## config.mk

```make
export PLATFORM = sky130hd
export DESIGN_NAME = booth_operand_fetch
export DESIGN_NICKNAME = d
export VERILOG_FILES = /design/src/rtl/booth_mem_pkg.sv /design/src/rtl/booth_operand_fetch.sv
export SDC_FILE = /design/constraint.sdc
export NUM_CORES = 1
export LEC_CHECK = 0
export CORE_ASPECT_RATIO = 1.2
export CORE_MARGIN = 2
export CORE_UTILIZATION = 45
export CTS_CLUSTER_DIAMETER = 200
export DETAILED_ROUTE_END_ITERATION = 8
export HOLD_SLACK_MARGIN = 0.02
export PLACE_DENSITY = 0.88
export SKIP_CTS_REPAIR_TIMING = 1
export SLEW_MARGIN = 20
export SYNTH_ARGS = -nofsm -noshare
export SYNTH_HDL_FRONTEND = slang
export SYNTH_SLANG_ARGS = --single-unit
```

## constraint.sdc

```tcl
create_clock -name Clk -period 2.9 [get_ports Clk]
set_input_delay 0.58 -clock Clk [delete_from_list [all_inputs] [get_ports Clk]]
set_output_delay 0.58 -clock Clk [all_outputs]
set_load 0.01 [all_outputs]
```

## src/rtl/booth_mem_pkg.sv

```systemverilog
// booth_mem_pkg: shared widths and fetch state encoding for the operand memory read side
package booth_mem_pkg;
  localparam int DATA_W = 9;
  localparam int ADDR_W = 4;
  localparam int CNT_W = ADDR_W + 1;
  typedef enum logic [1:0] {ST_IDLE, ST_FETCH, ST_HOLD, ST_DONE} fetch_state_e;
endpackage

```

## src/rtl/booth_operand_fetch.sv

```systemverilog
// booth_operand_fetch: walks an address range, pairs bank-1/bank-2 words and hands them to the Booth multiplier.
// OPFETCH_ZERO_SKIP_EN: when defined, pairs with a zero operand are dropped and counted in Skip_Cnt.
module booth_operand_fetch
  import booth_mem_pkg::*;
#(
  parameter int DATA_WIDTH = DATA_W,
  parameter int ADDR_WIDTH = ADDR_W
) (
  input  logic                  Clk,
  input  logic                  Rst,
  input  logic                  Start,
  input  logic [ADDR_WIDTH-1:0] Base_Addr,
  input  logic [ADDR_WIDTH:0]   Count,
  output logic [ADDR_WIDTH-1:0] Addr,
  input  logic [DATA_WIDTH-1:0] Data1_I,
  input  logic [DATA_WIDTH-1:0] Data2_I,
  output logic [DATA_WIDTH-1:0] Op_A,
  output logic [DATA_WIDTH-1:0] Op_B,
  output logic                  Op_Valid,
  input  logic                  Op_Ready,
  output logic                  Busy,
  output logic                  Done,
  output logic [ADDR_WIDTH:0]   Skip_Cnt
);
  localparam logic [ADDR_WIDTH-1:0] ONE_A = 1;
  localparam logic [ADDR_WIDTH:0] ONE_C = 1;
  fetch_state_e state_q;
  logic [ADDR_WIDTH-1:0] addr_q;
  logic [ADDR_WIDTH:0] rem_q, skip_q;
  logic [DATA_WIDTH-1:0] op_a_q, op_b_q;
  logic zero;
`ifdef OPFETCH_ZERO_SKIP_EN
  assign zero = (Data1_I == '0) || (Data2_I == '0);
`else
  assign zero = 1'b0;
`endif
  always_ff @(posedge Clk) begin
    if (Rst) begin
      state_q <= ST_IDLE;
      addr_q <= '0;
      rem_q <= '0;
      skip_q <= '0;
      op_a_q <= '0;
      op_b_q <= '0;
    end else begin
      case (state_q)
        ST_IDLE: if (Start) begin
          skip_q <= '0;
          rem_q <= Count;
          addr_q <= (Count != '0) ? Base_Addr : addr_q;
          state_q <= (Count != '0) ? ST_FETCH : ST_DONE;
        end
        ST_FETCH: if (zero) begin
          // dropped pair still consumes one slot of the run
          skip_q <= skip_q + ONE_C;
          rem_q <= rem_q - ONE_C;
          addr_q <= (rem_q == ONE_C) ? addr_q : addr_q + ONE_A;
          state_q <= (rem_q == ONE_C) ? ST_DONE : ST_FETCH;
        end else begin
          op_a_q <= Data1_I;
          op_b_q <= Data2_I;
          state_q <= ST_HOLD;
        end
        ST_HOLD: if (Op_Ready) begin
          rem_q <= rem_q - ONE_C;
          addr_q <= (rem_q == ONE_C) ? addr_q : addr_q + ONE_A;
          state_q <= (rem_q == ONE_C) ? ST_DONE : ST_FETCH;
        end
        default: state_q <= ST_IDLE;
      endcase
    end
  end
  assign Addr = addr_q;
  assign Op_A = op_a_q;
  assign Op_B = op_b_q;
  assign Op_Valid = state_q == ST_HOLD;
  assign Busy = (state_q == ST_FETCH) || (state_q == ST_HOLD);
  assign Done = state_q == ST_DONE;
  assign Skip_Cnt = skip_q;
endmodule

```

# ---- Yosys cells after proc, flatten, opt, wreduce, memory -nomap -nowiden
# Index checks and enable logic that the tools add are counted.
dict set report totals {
  elab_cells 35
  in_bits 31
  regBits 29
  out_inout_bits 30
}
dict set report op_classes {
  mux 13
  n_addsub 2
  n_reduce_logical 7
  eq_ne 8
}
# operator n
set ops {}
lappend ops {{2-to-1 mux 4 bit} 4}
lappend ops {{2-to-1 mux 5 bit} 2}
lappend ops {{case mux 5 bit (2 select lines)} 1}
lappend ops {{2-to-1 mux 2 bit} 4}
lappend ops {{case mux 4 bit (2 select lines)} 1}
lappend ops {{inequality test 2 bit, second input constant} 3}
lappend ops {{case mux 2 bit (3 select lines)} 1}
lappend ops {{equality test 5 x 1 -> 1 bit, second input constant} 1}
lappend ops {{AND reduction 5 bit} 1}
lappend ops {{nonzero test 5 bit} 1}
lappend ops {{subtractor 5 x 1 -> 5 bit, second input constant} 1}
lappend ops {{adder 4 x 1 -> 4 bit, second input constant} 1}
lappend ops {{equality test 2 bit, second input constant} 2}
lappend ops {{AND reduction 3 bit} 1}
lappend ops {{equality test 2 x 1 -> 1 bit, second input constant} 1}
lappend ops {{logical NOT 2 bit} 1}
lappend ops {{inequality test 2 x 1 -> 1 bit, second input constant} 1}
lappend ops {{AND reduction 2 bit} 1}
lappend ops {{nonzero test 2 bit} 1}
lappend ops {{logical OR 1 bit} 1}

# ---- Depth between registers and ports, before layout
dict set report logic_depth {
  word_depth 4
  mapped_depth 8
  depth_no_buf 6
}

# ---- Worst setup path after synthesis
# OpenSTA, ideal clock, no wires.
dict set report synth_timing {
  path_kind {register to register}
  from {register state_q[0]}
  to {register addr_q[0] (netlist: Addr[0])}
  setup_time_ns 0.131
  t_arrival_ns 1.781
  setup_slack_ns 0.988
  path_stages_with_launch 9
  period_less_slack_ns 1.912
  path_cell_list {dfxtp_1 > inv_1 > ha_1 > buf_6 > nor2b_4 > or3_1 > buf_6 > o41ai_1 > a21oi_1}
}
dict set report synth_via {
  elab_chain_len 3
  elab_cells_between_ends 9
  cone_classes {eq/ne: 5; mux: 1; reduce/logical: 3}
}
# item line
set synth_rtl {}
lappend synth_rtl {{from (decl)} booth_operand_fetch.sv:27} ;# fetch_state_e state_q;
lappend synth_rtl {{from (signal assigned)} booth_operand_fetch.sv:51} ;# state_q <= (Count != '0) ? ST_FETCH : ST_DONE;
lappend synth_rtl {{from (signal assigned)} booth_operand_fetch.sv:58} ;# state_q <= (rem_q == ONE_C) ? ST_DONE : ST_FETCH;
lappend synth_rtl {{from (signal assigned)} booth_operand_fetch.sv:67} ;# state_q <= (rem_q == ONE_C) ? ST_DONE : ST_FETCH;
lappend synth_rtl {{equality test 2 bit *} -}
lappend synth_rtl {{net Op_Valid} booth_operand_fetch.sv:19} ;# output logic Op_Valid,
lappend synth_rtl {{inequality test 2 bit (no source line), or another cell as far along} -}
lappend synth_rtl {{AND reduction 5 bit (no source line)} -}
lappend synth_rtl {{to (signal assigned)} booth_operand_fetch.sv:50} ;# addr_q <= (Count != '0) ? Base_Addr : addr_q;
lappend synth_rtl {{to (signal assigned)} booth_operand_fetch.sv:57} ;# addr_q <= (rem_q == ONE_C) ? addr_q : addr_q + ONE_A;
lappend synth_rtl {{to (signal assigned)} booth_operand_fetch.sv:66} ;# addr_q <= (rem_q == ONE_C) ? addr_q : addr_q + ONE_A;
lappend synth_rtl {{to (decl)} booth_operand_fetch.sv:28} ;# logic [ADDR_WIDTH-1:0] addr_q;
# Mark *: on every way through the listed nets, which the timed path passes. The rest lies on a longest branch.
# A chain may end at the register's enable or synchronous reset.

# ---- Final worst setup path
dict set report layout_timing {
  from {register state_q[0]}
  to {output port Op_Valid}
}
dict set report layout_via {
  elab_chain_len 1
}
# item line
set layout_rtl {}
lappend layout_rtl {{equality test 2 bit} booth_operand_fetch.sv:76} ;# assign Op_Valid = state_q == ST_HOLD;
lappend layout_rtl {{to (decl)} booth_operand_fetch.sv:19}
# Every way passes these cells.

==> out/metrics.yaml <==
cp_top_family: "buffers and inverters"
cp-end-kind: "output port"
synth_top_area_frac: 0.407
dieArea_um2: 3640
antennaDiodeCount: 0
yosys-top-cells-area: "dfxtp_1, mux2i_1, nor2_1, ha_1, buf_4"
area_growth_pct: 43.8
fin_crit_ps: 2240
clkTransAtPathRegs_ps: 90
critPathMaxStageDelay_ps: 590
dpl.cell_count: 242
finish.instance_area_um2: 2050
path_max_fanout: 8
rsz0062_at_grt: "no"
antenna_found_initial: 0
instances_no_fill: 250
clock-sinks: 29
die_w_um: 55.4
critPathRequiredTime_ps: 2320
start_util: 0.467
row_count: 22
tns_ps: 0
grt_first_pass_wirelength_um: 5260
io_buffer_count: 55
syn_area_per_cell_um2: 9.15
syn_area_um2: 1430
criticalPathCategory: "flop to output port"
core-area_um2: 3060
synth_warnings: 0
die_h_um: 65.7
synth_flop_cell: "dfxtp_1"
post-route-drc-count: 0
async_flop_share: 0
drt-met1-wl_um: 1470
nets: 251
yosysTopAreaCell: "dfxtp_1"
outcome: "finished clean"
vdd_ir_drop_max_uv: 618
yosys_register_bits: 29
drt_iter0_markers: 29
slowest_stage: "clkdlybuf4s50_1"
hold_viol: 0
fmaxAchievable_mhz: 446
power_density_nw_per_um2: 806
slew_viol_final: 0
tightestPinTransition_ps: 598
worstPathArrival_ps: 1660
maxUsedRoutingLayer: "met4"
netlist_instances: 156
slew-limit-headroom: 0.600
drive_above_1_share: 0.0794
ys_seq_area_frac: 0.407
cts_buffers: 5
htreeDepth: 2
vias_per_cell: 5.21
grt_usage: 0.184
grt_max_degree: 20
clockRootBuffer: "clkbuf_4"
worstPathCellList: "inv_1, ha_1, clkdlybuf4s50_1"
wl_per_cell_um: 13.3
synth_edf_count: 0
grt_pass1_vias: 1187
dr_wl_met3_um: 202
dr_total_vias: 1303
start_kind: "flop"
wl_um: 3330
p_leak_nw: 0.799
cp.buffers_inverters: 2
gp_congestion: 0.780
hpwl_um: 2450
fin_util: 0.672
final-setup-viol-count: 0
drtAntennaViolNets: 0
met2RoutedLength_um: 1610
drt_pass1_iterations: 5
hold_class: "flop to flop"
place_area_um2: 1980
clock_path_buffers: 2
fin_worst_skew_ps: 9.27
period_share: 0.773
drv_cap: 0
synth_cell_types: 40
grt-ovfl-total: 0
io_pins: 61
cts_tree: "done"
clk_latency_ps: 330
[report_power, final]
group	switching (W)	internal (W)	total, W
clock network	0.000140	0.000140	0.000280
registers	0.0000808	0.000505	0.000586
logic	0.000378	0.000412	0.000789
[final cells by class]
| cell class | instances | area (µm²) |
|---|---|---|
| clock inverter | 1 | 5.00 |
| inverter | 5 | 18.8 |
| sequential | 29 | 581 |
| timing repair buffer | 59 | 581 |
| fill | 261 | 1000 |
| tap | 36 | 45.0 |
| multi-input combinational | 113 | 758 |
| clock buffer | 7 | 65.1 |
[worst paths after layout]
kind	from	slack, ps	depth (start not counted)	end
setup / recovery	state_q[0]$_SDFFE_PP0P_	660	3	Op_Valid
hold reg to reg	Addr[3]$_SDFFE_PP0P_	480	2	Addr[3]$_SDFFE_PP0P_
hold / removal	Addr[3]$_SDFFE_PP0P_	480	2	Addr[3]$_SDFFE_PP0P_
setup reg to reg	state_q[0]$_SDFFE_PP0P_	870	6	Addr[0]$_SDFFE_PP0P_
[cells in the final DEF, fill, tap and decap left out, types with 2 or more instances in the layout]
cell type | Yosys | final
nor2_1 | 26 | 26
inv_1 | 4 | 4
o41ai_1 | 4 | 4
nand3_1 | 2 | 2
nand2_1 | 5 | 5
nand3b_1 | 2 | 2
clkbuf_8 | 0 | 2
o21ai_0 | 3 | 3
ha_1 | 7 | 7
o2bb2ai_1 | 2 | 2
buf_4 | 5 | 4
nand2b_1 | 2 | 2
mux2i_1 | 18 | 18
nor3_1 | 4 | 4
dfxtp_1 | 29 | 29
a21oi_1 | 7 | 7
clkbuf_4 | 0 | 5
nor2b_1 | 3 | 3
nor4_1 | 2 | 2
conb_1 | 1 | 5
a211oi_1 | 3 | 3
nand4_1 | 3 | 3
clkdlybuf4s50_1 | 0 | 55
[cell families after synthesis]
kind of cell    count (synthesis)  synth area share
simple gates                   57             0.203
flops                          29             0.407
compound gates                 25             0.119
mux                            19             0.134
buf+inv                        18            0.0727
fa+ha+maj                       7            0.0613
other cells                     1           0.00263
[registers in the layout (all words and copies together), names as in the netlist]
| name | flops |
|---|---|
| state_q | 2 |
| Op_B | 9 |
| rem_q | 5 |
| Op_A | 9 |
| Addr | 4 |
[synthesized netlist by cell type (all sizes together) (2+ instances only)]
| cell | number |
|---|---|
| inv | 4 |
| clkbuf | 3 |
| o41ai | 4 |
| nand2 | 5 |
| nor3 | 5 |
| nand3 | 2 |
| buf | 10 |
| mux2i | 18 |
| ha | 7 |
| nor4 | 2 |
| nand2b | 2 |
| nor2 | 26 |
| o21ai | 3 |
| o2bb2ai | 2 |
| nand4 | 3 |
| nor2b | 4 |
| a211oi | 3 |
| dfxtp | 29 |
| a21oi | 7 |
| nand3b | 2 |
[per-layer routing]
| metal | global-route usage | vias to the layer above |
|---|---|---|
| met5 | 0 | - |
| met4 | 0.0762 | 0 |
| met3 | 0.0728 | 6 |
| met2 | 0.302 | 48 |
| met1 | 0.213 | 597 |
| li1 | - | 652 |
[worst register-to-register path: cells and delay by family, from the launching register on]
family | cells | cell delay, ps
and+or+nand+nor | 2 | 660
AOI/OAI and AO/OA | 2 | 480
DFF | 1 | 400
adders and majority gates | 1 | 300
buffers and inverters | 1 | 80
[metrics by stage]
stage / hold WS (ps) / power (W) / setup slack [ps]
after floorplan: 476 / 0.00109 / 988
after global placement: 472 / 0.00137 / 687
after detailed placement: 480 / 0.00138 / 670
after CTS: 492 / 0.00167 / 634
after global routing: 532 / 0.00177 / 534
final: 485 / 0.00166 / 659
Power figures use the tool's default switching activity.
